File: config.mk
export PLATFORM = sky130hd
export DESIGN_NAME = mem_bus_sequencer_flat
export DESIGN_NICKNAME = d
export VERILOG_FILES = /design/src/rtl/mem_bus_sequencer_if.sv /design/src/rtl/mem_bus_sequencer.sv /design/src/flat_wrapper.sv
export SDC_FILE = /design/constraint.sdc
export NUM_CORES = 1
export LEC_CHECK = 0
export CAP_MARGIN = 20
export CORE_MARGIN = 2
export CORE_UTILIZATION = 42
export CTS_CLUSTER_DIAMETER = 40
export CTS_CLUSTER_SIZE = 40
export DETAILED_ROUTE_END_ITERATION = 16
export HOLD_SLACK_MARGIN = 0.15
export PLACE_DENSITY_LB_ADDON = 0.05
export RECOVER_POWER = 25
export SKIP_LAST_GASP = 1
export SLEW_MARGIN = 10
export SYNTH_ARGS = -nofsm -noshare
export SYNTH_HDL_FRONTEND = slang
export SYNTH_SLANG_ARGS = --single-unit
File: constraint.sdc
create_clock -name clk -period 1.95 [get_ports clk]
set_input_delay 0.2925 -clock clk [delete_from_list [all_inputs] [get_ports clk]]
set_output_delay 0.2925 -clock clk [all_outputs]
set_load 0.01 [all_outputs]
File: src/rtl/mem_bus_sequencer_if.sv
// Request/response and external memory bus signals of mem_bus_sequencer.
// master: the sequencer side. slave: the requesters plus the memory/pins side.
interface mem_bus_sequencer_if #(
  parameter int unsigned AW = 32,
  parameter int unsigned DW = 32
);
  logic          if_req;
  logic [AW-1:0] if_addr;
  logic          if_done;
  logic [DW-1:0] if_rdata;
  logic          d_req;
  logic          d_we;
  logic [1:0]    d_size;
  logic [AW-1:0] d_addr;
  logic [DW-1:0] d_wdata;
  logic          d_done;
  logic [DW-1:0] d_rdata;
  logic          bus_err;
  logic          MREQ;
  logic          WRITE;
  logic [1:0]    SIZE;
  logic [AW-1:0] ADR;
  logic [DW-1:0] DDT_o;
  logic          DDT_oe;
  logic [DW-1:0] DDT_i;
  logic          ACK_n;

  modport master (
    input  if_req, if_addr, d_req, d_we, d_size, d_addr, d_wdata, DDT_i, ACK_n,
    output if_done, if_rdata, d_done, d_rdata, bus_err,
    output MREQ, WRITE, SIZE, ADR, DDT_o, DDT_oe
  );

  modport slave (
    output if_req, if_addr, d_req, d_we, d_size, d_addr, d_wdata, DDT_i, ACK_n,
    input  if_done, if_rdata, d_done, d_rdata, bus_err,
    input  MREQ, WRITE, SIZE, ADR, DDT_o, DDT_oe
  );
endinterface

File: src/rtl/mem_bus_sequencer.sv
// Shares one external memory bus between instruction fetch and data load/store,
// alternating on contention, with an ACK_n timeout that aborts the access with bus_err.
module mem_bus_sequencer #(
  parameter int unsigned AW      = 32,
  parameter int unsigned DW      = 32,
  parameter int unsigned TIMEOUT = 15
) (
  input logic clk,
  input logic rst_n,
  mem_bus_sequencer_if.master bus_io
);

  localparam int unsigned CntW = $clog2(TIMEOUT + 1);

  typedef enum logic [1:0] {StIdle, StFetch, StData, StFin} state_e;

  state_e        state_q, state_d;
  logic          mreq_q, mreq_d;
  logic          write_q, write_d;
  logic [1:0]    size_q, size_d;
  logic [AW-1:0] adr_q, adr_d;
  logic [DW-1:0] ddt_o_q, ddt_o_d;
  logic [DW-1:0] if_rdata_q, if_rdata_d;
  logic [DW-1:0] d_rdata_q, d_rdata_d;
  logic          if_done_q, if_done_d;
  logic          d_done_q, d_done_d;
  logic          bus_err_q, bus_err_d;
  logic [CntW-1:0] cnt_q, cnt_d;
  logic          last_data_q, last_data_d;

  always_comb begin
    state_d     = state_q;
    mreq_d      = mreq_q;
    write_d     = write_q;
    size_d      = size_q;
    adr_d       = adr_q;
    ddt_o_d     = ddt_o_q;
    if_rdata_d  = if_rdata_q;
    d_rdata_d   = d_rdata_q;
    if_done_d   = 1'b0;
    d_done_d    = 1'b0;
    bus_err_d   = 1'b0;
    cnt_d       = cnt_q;
    last_data_d = last_data_q;

    unique case (state_q)
      StIdle: begin
        // On contention the requester that did not win last time gets the bus.
        if (bus_io.d_req && (!bus_io.if_req || !last_data_q)) begin
          state_d     = StData;
          mreq_d      = 1'b1;
          write_d     = bus_io.d_we;
          size_d      = bus_io.d_size;
          adr_d       = bus_io.d_addr;
          ddt_o_d     = bus_io.d_wdata;
          cnt_d       = '0;
          last_data_d = 1'b1;
        end else if (bus_io.if_req) begin
          state_d     = StFetch;
          mreq_d      = 1'b1;
          write_d     = 1'b0;
          size_d      = 2'b00;
          adr_d       = bus_io.if_addr;
          ddt_o_d     = '0;
          cnt_d       = '0;
          last_data_d = 1'b0;
        end
      end
      StFetch, StData: begin
        if (!bus_io.ACK_n) begin
          if (state_q == StFetch) begin
            if_rdata_d = bus_io.DDT_i;
          end else if (!write_q) begin
            d_rdata_d = bus_io.DDT_i;
          end
          mreq_d    = 1'b0;
          write_d   = 1'b0;
          if_done_d = (state_q == StFetch);
          d_done_d  = (state_q == StData);
          state_d   = StFin;
        end else begin
          cnt_d = cnt_q + 1'b1;
          if (cnt_q == CntW'(TIMEOUT - 1)) begin
            mreq_d    = 1'b0;
            write_d   = 1'b0;
            if_done_d = (state_q == StFetch);
            d_done_d  = (state_q == StData);
            bus_err_d = 1'b1;
            state_d   = StFin;
          end
        end
      end
      StFin: begin
        state_d = StIdle;
      end
      default: begin
        state_d = StIdle;
      end
    endcase
  end

  always_ff @(posedge clk or negedge rst_n) begin
    if (!rst_n) begin
      state_q     <= StIdle;
      mreq_q      <= 1'b0;
      write_q     <= 1'b0;
      size_q      <= 2'b00;
      adr_q       <= '0;
      ddt_o_q     <= '0;
      if_rdata_q  <= '0;
      d_rdata_q   <= '0;
      if_done_q   <= 1'b0;
      d_done_q    <= 1'b0;
      bus_err_q   <= 1'b0;
      cnt_q       <= '0;
      last_data_q <= 1'b0;
    end else begin
      state_q     <= state_d;
      mreq_q      <= mreq_d;
      write_q     <= write_d;
      size_q      <= size_d;
      adr_q       <= adr_d;
      ddt_o_q     <= ddt_o_d;
      if_rdata_q  <= if_rdata_d;
      d_rdata_q   <= d_rdata_d;
      if_done_q   <= if_done_d;
      d_done_q    <= d_done_d;
      bus_err_q   <= bus_err_d;
      cnt_q       <= cnt_d;
      last_data_q <= last_data_d;
    end
  end

  assign bus_io.MREQ     = mreq_q;
  assign bus_io.WRITE    = write_q;
  assign bus_io.SIZE     = size_q;
  assign bus_io.ADR      = adr_q;
  assign bus_io.DDT_o    = ddt_o_q;
  assign bus_io.DDT_oe   = mreq_q & write_q;
  assign bus_io.if_rdata = if_rdata_q;
  assign bus_io.d_rdata  = d_rdata_q;
  assign bus_io.if_done  = if_done_q;
  assign bus_io.d_done   = d_done_q;
  assign bus_io.bus_err  = bus_err_q;

endmodule

File: src/flat_wrapper.sv
// flat-port wrapper written by rule: the top's interface ports become plain ports
module mem_bus_sequencer_flat 
#(
  parameter int unsigned AW      = 32,
  parameter int unsigned DW      = 32,
  parameter int unsigned TIMEOUT = 15
)
  (clk, rst_n, bus_io_if_req, bus_io_if_addr, bus_io_d_req, bus_io_d_we, bus_io_d_size, bus_io_d_addr, bus_io_d_wdata, bus_io_DDT_i, bus_io_ACK_n, bus_io_if_done, bus_io_if_rdata, bus_io_d_done, bus_io_d_rdata, bus_io_bus_err, bus_io_MREQ, bus_io_WRITE, bus_io_SIZE, bus_io_ADR, bus_io_DDT_o, bus_io_DDT_oe);
  mem_bus_sequencer_if #(.AW(AW), .DW(DW)) bus_io_i ();
  input logic clk;
  input logic rst_n;
  input wire logic [$bits(bus_io_i.if_req)-1:0] bus_io_if_req;
  input wire logic [$bits(bus_io_i.if_addr)-1:0] bus_io_if_addr;
  input wire logic [$bits(bus_io_i.d_req)-1:0] bus_io_d_req;
  input wire logic [$bits(bus_io_i.d_we)-1:0] bus_io_d_we;
  input wire logic [$bits(bus_io_i.d_size)-1:0] bus_io_d_size;
  input wire logic [$bits(bus_io_i.d_addr)-1:0] bus_io_d_addr;
  input wire logic [$bits(bus_io_i.d_wdata)-1:0] bus_io_d_wdata;
  input wire logic [$bits(bus_io_i.DDT_i)-1:0] bus_io_DDT_i;
  input wire logic [$bits(bus_io_i.ACK_n)-1:0] bus_io_ACK_n;
  output wire logic [$bits(bus_io_i.if_done)-1:0] bus_io_if_done;
  output wire logic [$bits(bus_io_i.if_rdata)-1:0] bus_io_if_rdata;
  output wire logic [$bits(bus_io_i.d_done)-1:0] bus_io_d_done;
  output wire logic [$bits(bus_io_i.d_rdata)-1:0] bus_io_d_rdata;
  output wire logic [$bits(bus_io_i.bus_err)-1:0] bus_io_bus_err;
  output wire logic [$bits(bus_io_i.MREQ)-1:0] bus_io_MREQ;
  output wire logic [$bits(bus_io_i.WRITE)-1:0] bus_io_WRITE;
  output wire logic [$bits(bus_io_i.SIZE)-1:0] bus_io_SIZE;
  output wire logic [$bits(bus_io_i.ADR)-1:0] bus_io_ADR;
  output wire logic [$bits(bus_io_i.DDT_o)-1:0] bus_io_DDT_o;
  output wire logic [$bits(bus_io_i.DDT_oe)-1:0] bus_io_DDT_oe;
  assign bus_io_i.if_req = bus_io_if_req;
  assign bus_io_i.if_addr = bus_io_if_addr;
  assign bus_io_i.d_req = bus_io_d_req;
  assign bus_io_i.d_we = bus_io_d_we;
  assign bus_io_i.d_size = bus_io_d_size;
  assign bus_io_i.d_addr = bus_io_d_addr;
  assign bus_io_i.d_wdata = bus_io_d_wdata;
  assign bus_io_i.DDT_i = bus_io_DDT_i;
  assign bus_io_i.ACK_n = bus_io_ACK_n;
  assign bus_io_if_done = bus_io_i.if_done;
  assign bus_io_if_rdata = bus_io_i.if_rdata;
  assign bus_io_d_done = bus_io_i.d_done;
  assign bus_io_d_rdata = bus_io_i.d_rdata;
  assign bus_io_bus_err = bus_io_i.bus_err;
  assign bus_io_MREQ = bus_io_i.MREQ;
  assign bus_io_WRITE = bus_io_i.WRITE;
  assign bus_io_SIZE = bus_io_i.SIZE;
  assign bus_io_ADR = bus_io_i.ADR;
  assign bus_io_DDT_o = bus_io_i.DDT_o;
  assign bus_io_DDT_oe = bus_io_i.DDT_oe;
  mem_bus_sequencer #(.AW(AW), .DW(DW), .TIMEOUT(TIMEOUT)) u_core (.clk(clk), .rst_n(rst_n), .bus_io(bus_io_i));
endmodule
==> impl_metrics.yaml, run 1 <==
placed_design:
  dpl.hpwl_mm: 11.4
  place_ws_ns: 0.0211
  gp_congestion: 0.772
  io_buffers: 271
drt:
  drc: 0
  vias: 4407
  via_per_inst: 4.90
  drt_iter0_drc: 217
  wl_met2_mm: 7.35
  antenna_left: 0
  wl_mm: 15.6
  wl_met1_mm: 6.38
  top_layer_used: "met4"
  first_pass_iters: 4
  wl_met3_mm: 1.46
  routedWlPerCell_um: 17.3
timing:
  fin_crit_sh: 0.955
  worst_slack_ns: 0.0874
  slew_headroom: 0.295
  rsz0062_at_grt: "true"
  clock_skew_ns: 0.00827
  fmax_mhz: 537
  tightest_slew_ns: 1.06
  finalSetupTns_ns: 0
  setup_viol: 0
  slew_violations: 0
  final-hold-violation-count: 0
  fin_crit_ns: 1.86
logic_synthesis:
  synth_enable_flop_cells: 0
  synth_top_area_share: 0.602
  syn-mean-instance-area_um2: 13.9
  yosysWarnings: 0
  yosysTopAreaCell: "dfrtp_1"
  synth_cell_type_count: 33
  synthArstFlopShare: 1.00
  syn_inst: 425
  synth_nets: 569
  synth-seq-cells: 142
  seq_area_frac_synth: 0.602
  synth_area_leaders: "dfrtp_1 60%, mux2_4 7.6%, mux2_2 6.5%, mux2i_1 5.8%, a22o_1 5.3%"
  syn_area_mm2: 0.00591
  synth_flop_cell: "dfrtp_1"
floorplan:
  start_util: 0.427
  die_x_um: 123
  dieArea_mm2: 0.0150
  die_y_um: 123
  rows: 43
  ios: 272
  fp.coreArea_mm2: 0.0138
flow_run:
  max_cap_violations: 0
cts:
  htreeDepth: 4
  path_clk_slew_ns: 0.06
  clkSinkCount: 142
  cts_tree: "done"
  root_buffer: "clkbuf_16"
  numCtsBuffers: 17
  clk-insertion-delay-late_ns: 0.41
  post_cts_buffers: 0
  clock_path_buffers: 2
critical_path:
  arrival_ns: 2.16
  critPathKind: "register to register"
  rrSetupSlack_ns: 0.09
  cp-end-kind: "register"
  start_kind: "register"
  crit_required_ns: 2.24
  cp_max_fo: 32
power:
  leakage_nw: 4.25
  swShare: 0.304
  p_comb_frac: 0.452
  seqPwrFrac: 0.321
  internal_power_w: 0.0111
  total_power_w: 0.0160
  ir_worst_vdd_uv: 643
  p_clk_frac: 0.226
  power.density_mw_per_mm2: 1670
  p_switching_w: 0.00487
grt:
  grt.total_usage: 0.212
  grt_pass1_vias: 4666
  antenna_found_initial: 0
  grt_max_degree: 65
  grt_overflow: 0
  grt_pass1_wl_mm: 24.1
layout:
  diodes: 0
  seq_area_mm2: 0.00355
  synthToLayoutAreaGrowth_pct: 61.9
  multi_input_area_mm2: 0.00217
  n_fill_cell: 1006
  drive_above_1_share: 0.164
  nNetsFinal: 851
worst_hold_path:
  hp-class: "primary input to register"
outcome:
  status: "completed"
==> area by class of cell <==
| type | instances | area share |
|---|---|---|
| clock buffers | 21 | 0.0471 |
| clock inverters | 11 | 0.0222 |
| inverters | 4 | 0.00157 |
| multi-input cells | 252 | 0.227 |
| flip-flops and latches | 142 | 0.372 |
| well taps | 180 | 0.0236 |
| repair buffers | 290 | 0.307 |
==> state kept, by name, summed over array words and instances (netlist names) <==
name and cells:
u_core.bus_io.SIZE 2, u_core.bus_io.ADR 32, u_core.bus_io.bus_err 1, u_core.bus_io.DDT_o 32
u_core.bus_io.if_rdata 32, u_core.bus_io.d_rdata 32, u_core.last_data_q 1, u_core.bus_io.MREQ 1
u_core.bus_io.WRITE 1, u_core.bus_io.d_done 1, u_core.state_q 2, u_core.bus_io.if_done 1
u_core.cnt_q 4
==> metrics by stage <==
step / hold slack, ns / util / instance area (um^2) / instances
floorplan: -0.00309 / - / 5910 / 425
global placement: 0.239 / 0.644 / 8910 / 867
detailed placement: 0.237 / 0.644 / 8910 / 867
CTS: 0.370 / 0.693 / 9580 / 900
global route: 0.466 / 0.692 / 9560 / 900
finish: 0.471 / 0.692 / 9560 / 900
==> layout by cell type, fill, tap and decap left out, types with 2 or more instances in the layout <==
cell             Yosys  routed
inv_1                4       4
clkdlybuf4s50_1      0     270
o21ai_0             39      39
and2_1               2       2
nand2_1             41      41
clkinvlp_4           0       3
buf_6                9       3
dfrtp_1            142     142
mux2i_1             34      34
a22o_1              36      36
a21o_1               2       2
clkbuf_1            10       3
nor3b_1              2       2
buf_4                6       9
mux2_2              34      34
buf_12               0       6
ha_1                 8       8
clkinv_2             0       2
nand3_1              3       3
nor2_1               4       4
mux2_4              30      30
bufinv_16            0       6
a21oi_1              2       2
clkbuf_16            0      17
o31ai_1              2       2
==> path summary, 6_finish.rpt <==
kind,startpoint,end,depth (start not counted)
min in group asynchronous,rst_n,u_core.bus_io.if_rdata[6],2
min reg2reg,u_core.bus_io.ADR[31],u_core.bus_io.ADR[31],2
min,bus_io_d_wdata[26],u_core.bus_io.DDT_o[26],2
max,u_core.state_q[0],u_core.bus_io.if_rdata[21],6
max in group asynchronous,rst_n,u_core.last_data_q,3
max reg2reg,u_core.state_q[0],u_core.bus_io.if_rdata[21],6
==> routing by layer <==
layer,track usage,up-vias
met2,0.339,198
met4,0.0876,0
li1,-,2083
met3,0.0753,22
met5,0,-
met1,0.262,2104
==> synth_stat cells, types with 6 or more instances <==
cell	number
ha_1	8
clkbuf_1	10
dfrtp_1	142
o21ai_0	39
mux2_4	30
buf_6	9
buf_4	6
nand2_1	41
mux2_2	34
mux2i_1	34
a22o_1	36
==> power by group through the flow <==
stage | sequential (W) | combinational [W] | clock [W]
6_report | 0.00514 | 0.00724 | 0.00362
5_1_grt | 0.00532 | 0.00783 | 0.00382
4_1_cts | 0.00515 | 0.00735 | 0.00369
3_5_place_dp | 0.00515 | 0.00732 | 0
3_3_place_gp | 0.00512 | 0.00718 | 0
2_1_floorplan | 0.00569 | 0.00293 | 0
==> what timing repair did <==
action                                  4_1_cts  5_1_grt
resized for setup                             0        1
hold buffers                                  1        0
endpoints found under the setup margin        0       10
endpoints found under the hold margin        40        0
==> critical path, stage by stage (launching register included) <==
cell     delay, ns
dfrtp_1       0.35
inv_1         0.06
ha_1          0.38
nand2_1       0.09
or2_2         0.31
buf_12        0.20
mux2_4        0.33
==> logic make-up after synthesis <==
| group | synth area share |
|---|---|
| adders and majority gates | 0.0169 |
| AOI/OAI and AO/OA | 0.100 |
| buffers and inverters | 0.0354 |
| DFF | 0.602 |
| and+or+nand+nor | 0.0455 |
| xor gates and xnor gates | 0.00148 |
| muxes | 0.199 |
No activity file was read; power rests on OpenSTA's default activity.
==> inputs of run 2 (changes only) <==
--- a/config.mk
+++ b/config.mk
@@ -5,6 +5,7 @@
 export SDC_FILE = /design/constraint.sdc
 export NUM_CORES = 1
 export LEC_CHECK = 0
+export ABC_CLOCK_PERIOD_IN_PS = 1950
 export CAP_MARGIN = 20
 export CORE_MARGIN = 2
 export CORE_UTILIZATION = 42
==> results of run 2 <==
No change in the layout: final DEF, timing and power equal those of run 1.
